**src/rtl/add_mult_accum_pkg.sv**
```systemverilog
// Shared types and defaults for the add/mult accumulator: FSM state encoding,
// default array geometry and the adder-tree depth helper.
package add_mult_accum_pkg;

    localparam int NUM_PROD_DEFAULT = 12;
    localparam int PROD_W_DEFAULT   = 18;
    // Growth bits on the beat sum; covers up to 16 product terms.
    localparam int SUM_GUARD        = 4;

    typedef enum logic [1:0] {
        IDLE  = 2'd0,
        RUN   = 2'd1,
        DRAIN = 2'd2,
        DONE  = 2'd3
    } state_t;

    // Number of pairwise adder levels needed to reduce n terms to one.
    function automatic int tree_levels(input int n);
        int lv;
        int span;
        lv   = 0;
        span = 1;
        while (span < n) begin
            span = span << 1;
            lv   = lv + 1;
        end
        return lv;
    endfunction

endpackage

```
**src/rtl/add_mult_accum_sum_tree.sv**
```systemverilog
// Combinational signed adder tree: reduces NUM_PROD product terms to one
// sign-extended sum, zero-padding up to the next power of two.
module prod_sum_tree
    import add_mult_accum_pkg::*;
#(
    parameter int PROD_W   = PROD_W_DEFAULT,
    parameter int NUM_PROD = NUM_PROD_DEFAULT,
    parameter int SUM_W    = PROD_W + SUM_GUARD
) (
    input  logic signed [PROD_W-1:0] prod_i [0:NUM_PROD-1],
    output logic signed [SUM_W-1:0]  sum_o
);

    localparam int LEVELS = tree_levels(NUM_PROD);
    localparam int LEAVES = 1 << LEVELS;

    genvar gl;
    genvar gi;
    generate
        for (gl = 0; gl <= LEVELS; gl++) begin : g_lvl
            logic signed [SUM_W-1:0] node [0:(LEAVES >> gl)-1];

            if (gl == 0) begin : g_leaf
                for (gi = 0; gi < LEAVES; gi++) begin : g_term
                    if (gi < NUM_PROD) begin : g_prod
                        assign node[gi] = SUM_W'(prod_i[gi]);
                    end else begin : g_pad
                        assign node[gi] = '0;
                    end
                end
            end else begin : g_add
                for (gi = 0; gi < (LEAVES >> gl); gi++) begin : g_pair
                    assign node[gi] = g_lvl[gl-1].node[2*gi] + g_lvl[gl-1].node[2*gi+1];
                end
            end
        end
    endgenerate

    assign sum_o = g_lvl[LEVELS].node[0];

endmodule

```
**src/rtl/add_mult_accum.sv**
```systemverilog
// Dot-product accumulator: sums a beat of product terms (stage 1), accumulates
// beats (stage 2), and returns accumulator minus a correction term per job.
module add_mult_accum
    import add_mult_accum_pkg::*;
#(
    parameter int PROD_W   = PROD_W_DEFAULT,
    parameter int NUM_PROD = NUM_PROD_DEFAULT,
    parameter int ACC_W    = 32
) (
    input  logic                     clk_i,
    input  logic                     rst_ni,
    input  logic                     start_i,
    input  logic [15:0]              len_i,
    input  logic signed [ACC_W-1:0]  corr_i,
    input  logic                     in_valid_i,
    output logic                     in_ready_o,
    input  logic signed [PROD_W-1:0] prod_i [0:NUM_PROD-1],
    output logic                     out_valid_o,
    input  logic                     out_ready_i,
    output logic signed [ACC_W-1:0]  out_data_o,
    output logic                     busy_o
);

    localparam int SUM_W = PROD_W + SUM_GUARD;

    state_t                  state_reg;
    state_t                  state_next;
    logic [15:0]             len_reg;
    logic [15:0]             cnt_reg;
    logic signed [ACC_W-1:0] corr_reg;
    logic signed [ACC_W-1:0] acc_reg;
    logic signed [ACC_W-1:0] out_data_reg;
    logic signed [SUM_W-1:0] tree_sum;
    logic signed [SUM_W-1:0] s1_sum_reg;
    logic                    s1_valid_reg;
    logic                    accept;
    logic                    last_beat;

    prod_sum_tree #(
        .PROD_W   (PROD_W),
        .NUM_PROD (NUM_PROD),
        .SUM_W    (SUM_W)
    ) u_tree (
        .prod_i (prod_i),
        .sum_o  (tree_sum)
    );

    assign accept    = in_valid_i && in_ready_o;
    assign last_beat = accept && (cnt_reg == len_reg - 16'd1);

    always_ff @(posedge clk_i or negedge rst_ni) begin
        if (!rst_ni) begin
            state_reg <= IDLE;
        end else begin
            state_reg <= state_next;
        end
    end

    always_comb begin
        state_next = state_reg;
        case (state_reg)
            IDLE: begin
                if (start_i) begin
                    state_next = (len_i == 16'd0) ? DONE : RUN;
                end
            end
            RUN: begin
                if (last_beat) begin
                    state_next = DRAIN;
                end
            end
            // The last beat's sum must reach the accumulator before the result is formed.
            DRAIN: begin
                if (!s1_valid_reg) begin
                    state_next = DONE;
                end
            end
            DONE: begin
                if (out_ready_i) begin
                    state_next = IDLE;
                end
            end
            default: state_next = IDLE;
        endcase
    end

    always_comb begin
        in_ready_o  = (state_reg == RUN);
        out_valid_o = (state_reg == DONE);
        busy_o      = (state_reg != IDLE);
    end

    always_ff @(posedge clk_i or negedge rst_ni) begin
        if (!rst_ni) begin
            len_reg      <= '0;
            cnt_reg      <= '0;
            corr_reg     <= '0;
            acc_reg      <= '0;
            out_data_reg <= '0;
            s1_sum_reg   <= '0;
            s1_valid_reg <= 1'b0;
        end else begin
            s1_valid_reg <= accept;
            if (accept) begin
                s1_sum_reg <= tree_sum;
                cnt_reg    <= cnt_reg + 16'd1;
            end
            if (s1_valid_reg) begin
                acc_reg <= acc_reg + ACC_W'(s1_sum_reg);
            end
            case (state_reg)
                IDLE: begin
                    if (start_i) begin
                        if (len_i == 16'd0) begin
                            out_data_reg <= -corr_i;
                        end else begin
                            len_reg  <= len_i;
                            corr_reg <= corr_i;
                            cnt_reg  <= '0;
                            acc_reg  <= '0;
                        end
                    end
                end
                DRAIN: begin
                    if (!s1_valid_reg) begin
                        out_data_reg <= acc_reg - corr_reg;
                    end
                end
                default: ;
            endcase
        end
    end

    assign out_data_o = out_data_reg;

endmodule

```
**config.mk**
```make
export PLATFORM = sky130hd
export DESIGN_NAME = add_mult_accum
export DESIGN_NICKNAME = d
export VERILOG_FILES = /design/src/rtl/add_mult_accum_pkg.sv /design/src/rtl/add_mult_accum_sum_tree.sv /design/src/rtl/add_mult_accum.sv
export SDC_FILE = /design/constraint.sdc
export NUM_CORES = 1
export LEC_CHECK = 0
export ABC_CLOCK_PERIOD_IN_PS = 8890
export BUFFER_PORTS_ARGS = -buffer_cell sky130_fd_sc_hd__buf_2
export CORE_AREA = 2 2 190 211
export DETAILED_ROUTE_END_ITERATION = 8
export DIE_AREA = 0 0 192 213
export PLACE_DENSITY = 0.66
export SETUP_SLACK_MARGIN = 0.4
export SLEW_MARGIN = 20
export SYNTH_ARGS = -nofsm -noshare
export SYNTH_HDL_FRONTEND = slang
export SYNTH_SLANG_ARGS = --single-unit
```
**constraint.sdc**
```tcl
create_clock -name clk_i -period 8.89 [get_ports clk_i]
set_input_delay 0.889 -clock clk_i [delete_from_list [all_inputs] [get_ports clk_i]]
set_output_delay 0.889 -clock clk_i [all_outputs]
set_load 0.005 [all_outputs]
```
---- Word-level counts from Yosys, hierarchy flattened ----
Index checks and enable logic that the tools add are counted.
storage, ports and cells
  memories kept ........................... 0
  bits of input ports ..................... 269
  word-level logic and storage cells ...... 61
  memory bits (read-only) ................. 0
  output and inout port bits .............. 35
  register bits after elaboration ......... 153
  latch bits .............................. 0
  bits in writable memories ............... 0
operators by class
  equality and inequality tests ........... 9
  divide/modulo/power cells ............... 0
  add/subtract/negate cells ............... 16
  muxes and demuxes ....................... 18
  reduce and logical (&&, ||, !) cells .... 9
  shifts and indexed selects .............. 0
  magnitude comparators ................... 0
  multipliers ............................. 0
  bitwise operators ....................... 1
operator list
  operator               count
  $mux 32                7
  $add 18x18->19         6
  $add 22x22->22         5
  $mux 16                4
  $pmux 32 s2            1
  $add 32x22->32         1
  $neg 32->32            1
  $sub 32x32->32         1
  $add 16x1->16 const B  1
  $eq 16x16->1           1
  $logic_not 16->1       1
  $sub 16x1->16 const B  1
  $mux 2                 5
  $pmux 2 s4             1
  $reduce_and 4->1       2
  $ne 2x2->1 const B     3
  $eq 2x2->1 const B     2
  $ne 2x1->1 const B     2
  $reduce_bool 2->1      2
  $reduce_and 3->1       1
  $eq 2x1->1 const B     1
  $logic_and 1x1->1      2
  $logic_not 2->1        1
  $not 1->1              1

---- Depth between registers and ports, before layout ----
  depth after elaboration ................. 6
  gate-level depth with buffers ........... 30
  depth with buffers taken out ............ 30

---- Cells and area by module ----
A second synthesis with hierarchy kept.
unflattened totals
  cells, all modules ...................... 1988
  area, all modules ....................... 17127.7 sq um
modules (own cells, without submodules)
  module          seq. area each (sq um)  times used  cells each  area an instance (sq um)
  add_mult_accum  3828.7                  1           1218        10445.0
  prod_sum_tree   0.0                     1           770         6682.7

---- Worst setup path after synthesis ----
Ideal clock, no wire load.
  path kind ............................... in2reg
  from .................................... input port prod_i[109] (netlist name)
  to ...................................... register s1_sum_reg[21]
  setup time .............................. 134 ps
  path buffers ............................ 0
  arrival ................................. 6168 ps
  slack ................................... 2588 ps
  stages on the path ...................... 27
  required time ........................... 8756 ps
  cell sequence ........................... ha_1 > a21o_1 > a21oi_1 > o21ai_0 > o41ai_1 > o21ai_0 > o41ai_1 > o21ai_0 > o21ai_0 > a21oi_1 > nor2_1 > xnor2_1 > fa_1 > fa_1 > inv_1 > fa_1 > inv_1 > ha_1 > a21oi_1 > nor2b_1 > a311o_1 > nand2_1 > a21oi_1 > o21a_1 > nor2_1 > xnor2_1 > o21ai_0
on the way
  longest elaborated chain between the ends .. 4
ends and longest elaborated chain
  item                          RTL line                       text
  from (decl)                   add_mult_accum.sv:17           input logic signed [PROD_W-1:0] prod_i [0:NUM_PROD-1],
  $add 18x18->19                add_mult_accum_sum_tree.sv:33  assign node[gi] = g_lvl[gl-1].node[2*gi] + g_lvl[gl-1].node[2*gi+1];
  $add 22x22->22 (3 in series)  add_mult_accum_sum_tree.sv:33
  to (signal assigned)          add_mult_accum.sv:105          s1_sum_reg <= tree_sum;
  to (decl)                     add_mult_accum.sv:34           logic signed [SUM_W-1:0] s1_sum_reg;
No other way between the ends.
A chain may end at the register's enable or synchronous reset.

---- Final worst setup path ----
Same ends and word-level chain as after synthesis.

==> results.cfg <==
[status]
outcome = finished, final reports clean

[critical_path]
critPathKind = primary input to flop
start_kind = primary input
end_kind = flop
cp.required_ns = 9.19
critical_path_peak_fanout = 5
crit_path_dat_ns = 7.27

[detailed_routing]
vias_per_cell = 5.34
wl_per_cell_um = 16.0
detailedRoute.firstIterationViolations = 732
antenna_violating_nets_post_route = 0
detail_route.drc_violations = 0
drt_pre_antenna_iters = 5
detailroute.via_count = 15200
routed_wirelength_mm = 45.7

[sta]
report.final.setup_viol = 0
timing.final.ws_setup_ns = 1.92
rsz0062_at_grt = no
timing.slew.headroom_pct = 33.1
worst_pin_slew_ns = 0.997
final_min_period_over_clock_period_pct = 78.4
fmax_ghz = 0.144
finalHoldViolations = 0
report.final.slew_viol_count = 0
post_route_skew_ns = 0.00908
final.setup.tns_ns = 0
period_needed_ns = 6.97

[floorplan]
starting_utilization_of_the_core_area_pct = 44.5
row_count = 76
ios = 304
core_area_um2 = 38800
die_area_um2 = 40900
die_height_um = 213
die_w_um = 192

[synthesis]
synthCells = 2046
synth_top_area_share_pct = 22.2
synth_enable_flop_cells = 0
synth_ff_type = dfrtp_1
combined_area_of_all_synthesized_cells_um2 = 17300
synth-seq-area-share_pct = 22.2
synth_largest_area_cell = dfrtp_1
ys_async_sr_fraction_pct = 100
mappedNetlistNets = 2599
synth_area_per_cell_um2 = 8.44
synth_cell_types = 73
synth_seq_cells = 153
synthTopCellsByArea = dfrtp_1, ha_1, fa_1
synthesis.yosys.warnings = 0

[finish]
finalNetCount = 2884
postLayoutCoreUtil_pct = 51.5
final_layout_size_suffix_gt1_share_pct = 16.5
stdcell_count = 2852
area_delta_synth_final_pct = 15.6

[job]
max-cap-violations = 0

[clocking]
htree_levels = 4
cts_buffers = 17
cts-root-to-sink-buffers = 2
cts_post_setup_buffers_inserted = 0
worstSkewPairLatency_ns = 0.43
clk_transition_reported_paths_ns = 0.06
postCtsResizedCells = 0
cts_tree = built
clock-root-buffer = clkbuf_16
clk_sink_count = 153
post_cts_hold_buffer_count = 0

[placed_design]
place.gp.congestion = 0.881
port_buffers = 303
dp.final_hpwl_mm = 38.1
numPlacedInstances = 2819
place_worst_setup_slack_ns = 1.46

[hold_path]
holdCritPathClass = flop to flop

[power_and_ir_drop]
leakage_uw = 0.00970
power_density_over_the_cells_nw_per_um2 = 404
report.power.total_uw = 8060
vdd.ir_drop.worst_uv = 223

[global_route]
wire_length_of_the_first_global_routing_pass_mm = 74.8
globalRoute.totalOverflow = 0
grt_pass1_vias = 15400
initial_antenna_violation_count = 7
global_route.usage.total_pct = 22.7
largest_net_degree_at_the_start_of_global_routing = 92
## metrics by stage
step	hold WS [ns]	cell area [um2]
floorplan	0.443	17300
global placement	0.465	19300
detailed placement	0.466	19300
CTS	0.483	20000
global route	0.515	20000
finish	0.477	20000
## cells in the mapped netlist (4+ instances only)
| master | instances |
|---|---|
| ha_1 | 198 |
| inv_1 | 190 |
| nor2_1 | 188 |
| a21oi_1 | 183 |
| nand2_1 | 159 |
| dfrtp_1 | 153 |
| o21ai_0 | 137 |
| xnor2_1 | 123 |
| fa_1 | 86 |
| xor2_1 | 84 |
| a21o_1 | 56 |
| nor3_1 | 44 |
| nor2b_1 | 40 |
| clkbuf_1 | 37 |
| nand3_1 | 35 |
| o21a_1 | 25 |
| mux2i_1 | 24 |
| nand2b_1 | 24 |
| a31oi_1 | 21 |
| a211oi_1 | 20 |
| mux2_2 | 19 |
| or3_1 | 15 |
| nand4_1 | 13 |
| nor4_1 | 12 |
| o31ai_1 | 12 |
| o22ai_1 | 10 |
| and3_1 | 9 |
| o21bai_1 | 9 |
| a21boi_0 | 8 |
| and2_1 | 7 |
| o21ai_1 | 7 |
| a211o_1 | 6 |
| nand3b_1 | 6 |
| or2_2 | 6 |
| a2111oi_0 | 5 |
| o211ai_1 | 5 |
| o41ai_1 | 5 |
| a41oi_1 | 4 |
| and4_1 | 4 |
| buf_1 | 4 |
| or4_1 | 4 |
## layer usage
layer  track usage (%)  wire [um]  share of wire (%)
met5                 0         68               0.15
met4              4.00        501                1.1
met3              3.37       2280                5.0
met2              40.7      22300                 49
met1              29.3      20500                 45
## cell families after synthesis
logic type	Yosys count	share of synthesized area (%)
AOI/OAI and AO/OA	538	18.8
xor gates and xnor gates	207	10.5
DFF	153	22.2
adders and majority gates	284	24.3
muxes	43	2.63
and+or+nand+nor	586	16.4
buffers and inverters	235	5.16
## where the power goes
group          switching [uW]  total [uW]  internal (uW)  leakage [uW]
logic                    3390        6020           2640       0.00752
registers                 230        1240           1010       0.00188
clock network             317         793            476      0.000305
total                    3930        8060           4130       0.00970
## cell type report
| class | instances | area (um2) |
|---|---|---|
| multi-input combinational | 1658 | 12600 |
| tap | 507 | 634 |
| fill | 3770 | 18800 |
| antenna | 1 | 2.50 |
| clock buffer | 17 | 425 |
| timing repair buffer | 309 | 1570 |
| sequential | 153 | 3830 |
| clock inverter | 15 | 214 |
| inverter | 192 | 721 |
## cell usage in the layout (no fill, tap or decap), drive strengths merged, types with 17 or more instances in the layout
cell type / Yosys / layout
buf: 6 / 309
ha: 198 / 198
inv: 191 / 196
nor2: 188 / 188
a21oi: 184 / 184
nand2: 159 / 159
dfrtp: 153 / 153
o21ai: 144 / 144
xnor2: 123 / 123
fa: 86 / 86
xor2: 84 / 84
a21o: 56 / 56
nor3: 48 / 48
nor2b: 40 / 40
nand3: 37 / 37
o21a: 25 / 25
nand2b: 24 / 24
mux2i: 24 / 24
a31oi: 21 / 21
a211oi: 20 / 20
mux2: 19 / 19
clkbuf: 37 / 17
## final timing paths
| kind | slack [ns] | to | cells past startpoint | from |
|---|---|---|---|---|
| max reg2reg | 4.91 | acc_reg[30] | 13 | acc_reg[0] |
| max in group asynchronous | 7.00 | s1_sum_reg[15] | 2 | rst_ni |
| min in group asynchronous | 0.53 | len_reg[9] | 1 | rst_ni |
| max | 1.92 | s1_sum_reg[21] | 28 | prod_i[109] |
| min | 0.48 | s1_sum_reg[7] | 2 | s1_sum_reg[7] |
| min reg2reg | 0.48 | s1_sum_reg[7] | 2 | s1_sum_reg[7] |
## worst max-delay path, cell delays in order
cell	delay (ns)
buf_2	0.11
ha_1	0.27
a21o_1	0.19
a21oi_1	0.21
o21ai_0	0.13
o41ai_1	0.72
o21ai_0	0.36
o41ai_1	0.49
o21ai_0	0.21
o21ai_0	0.22
a21oi_1	0.09
nor2_1	0.11
xnor2_1	0.10
fa_1	0.52
fa_1	0.50
inv_1	0.05
fa_1	0.52
inv_1	0.04
ha_1	0.36
a21oi_1	0.16
nor2b_1	0.07
a311o_1	0.32
nand2_1	0.09
a21oi_1	0.06
o21a_1	0.18
nor2_1	0.10
xnor2_1	0.12
o21ai_0	0.08
(Power assumes the default switching activity.)
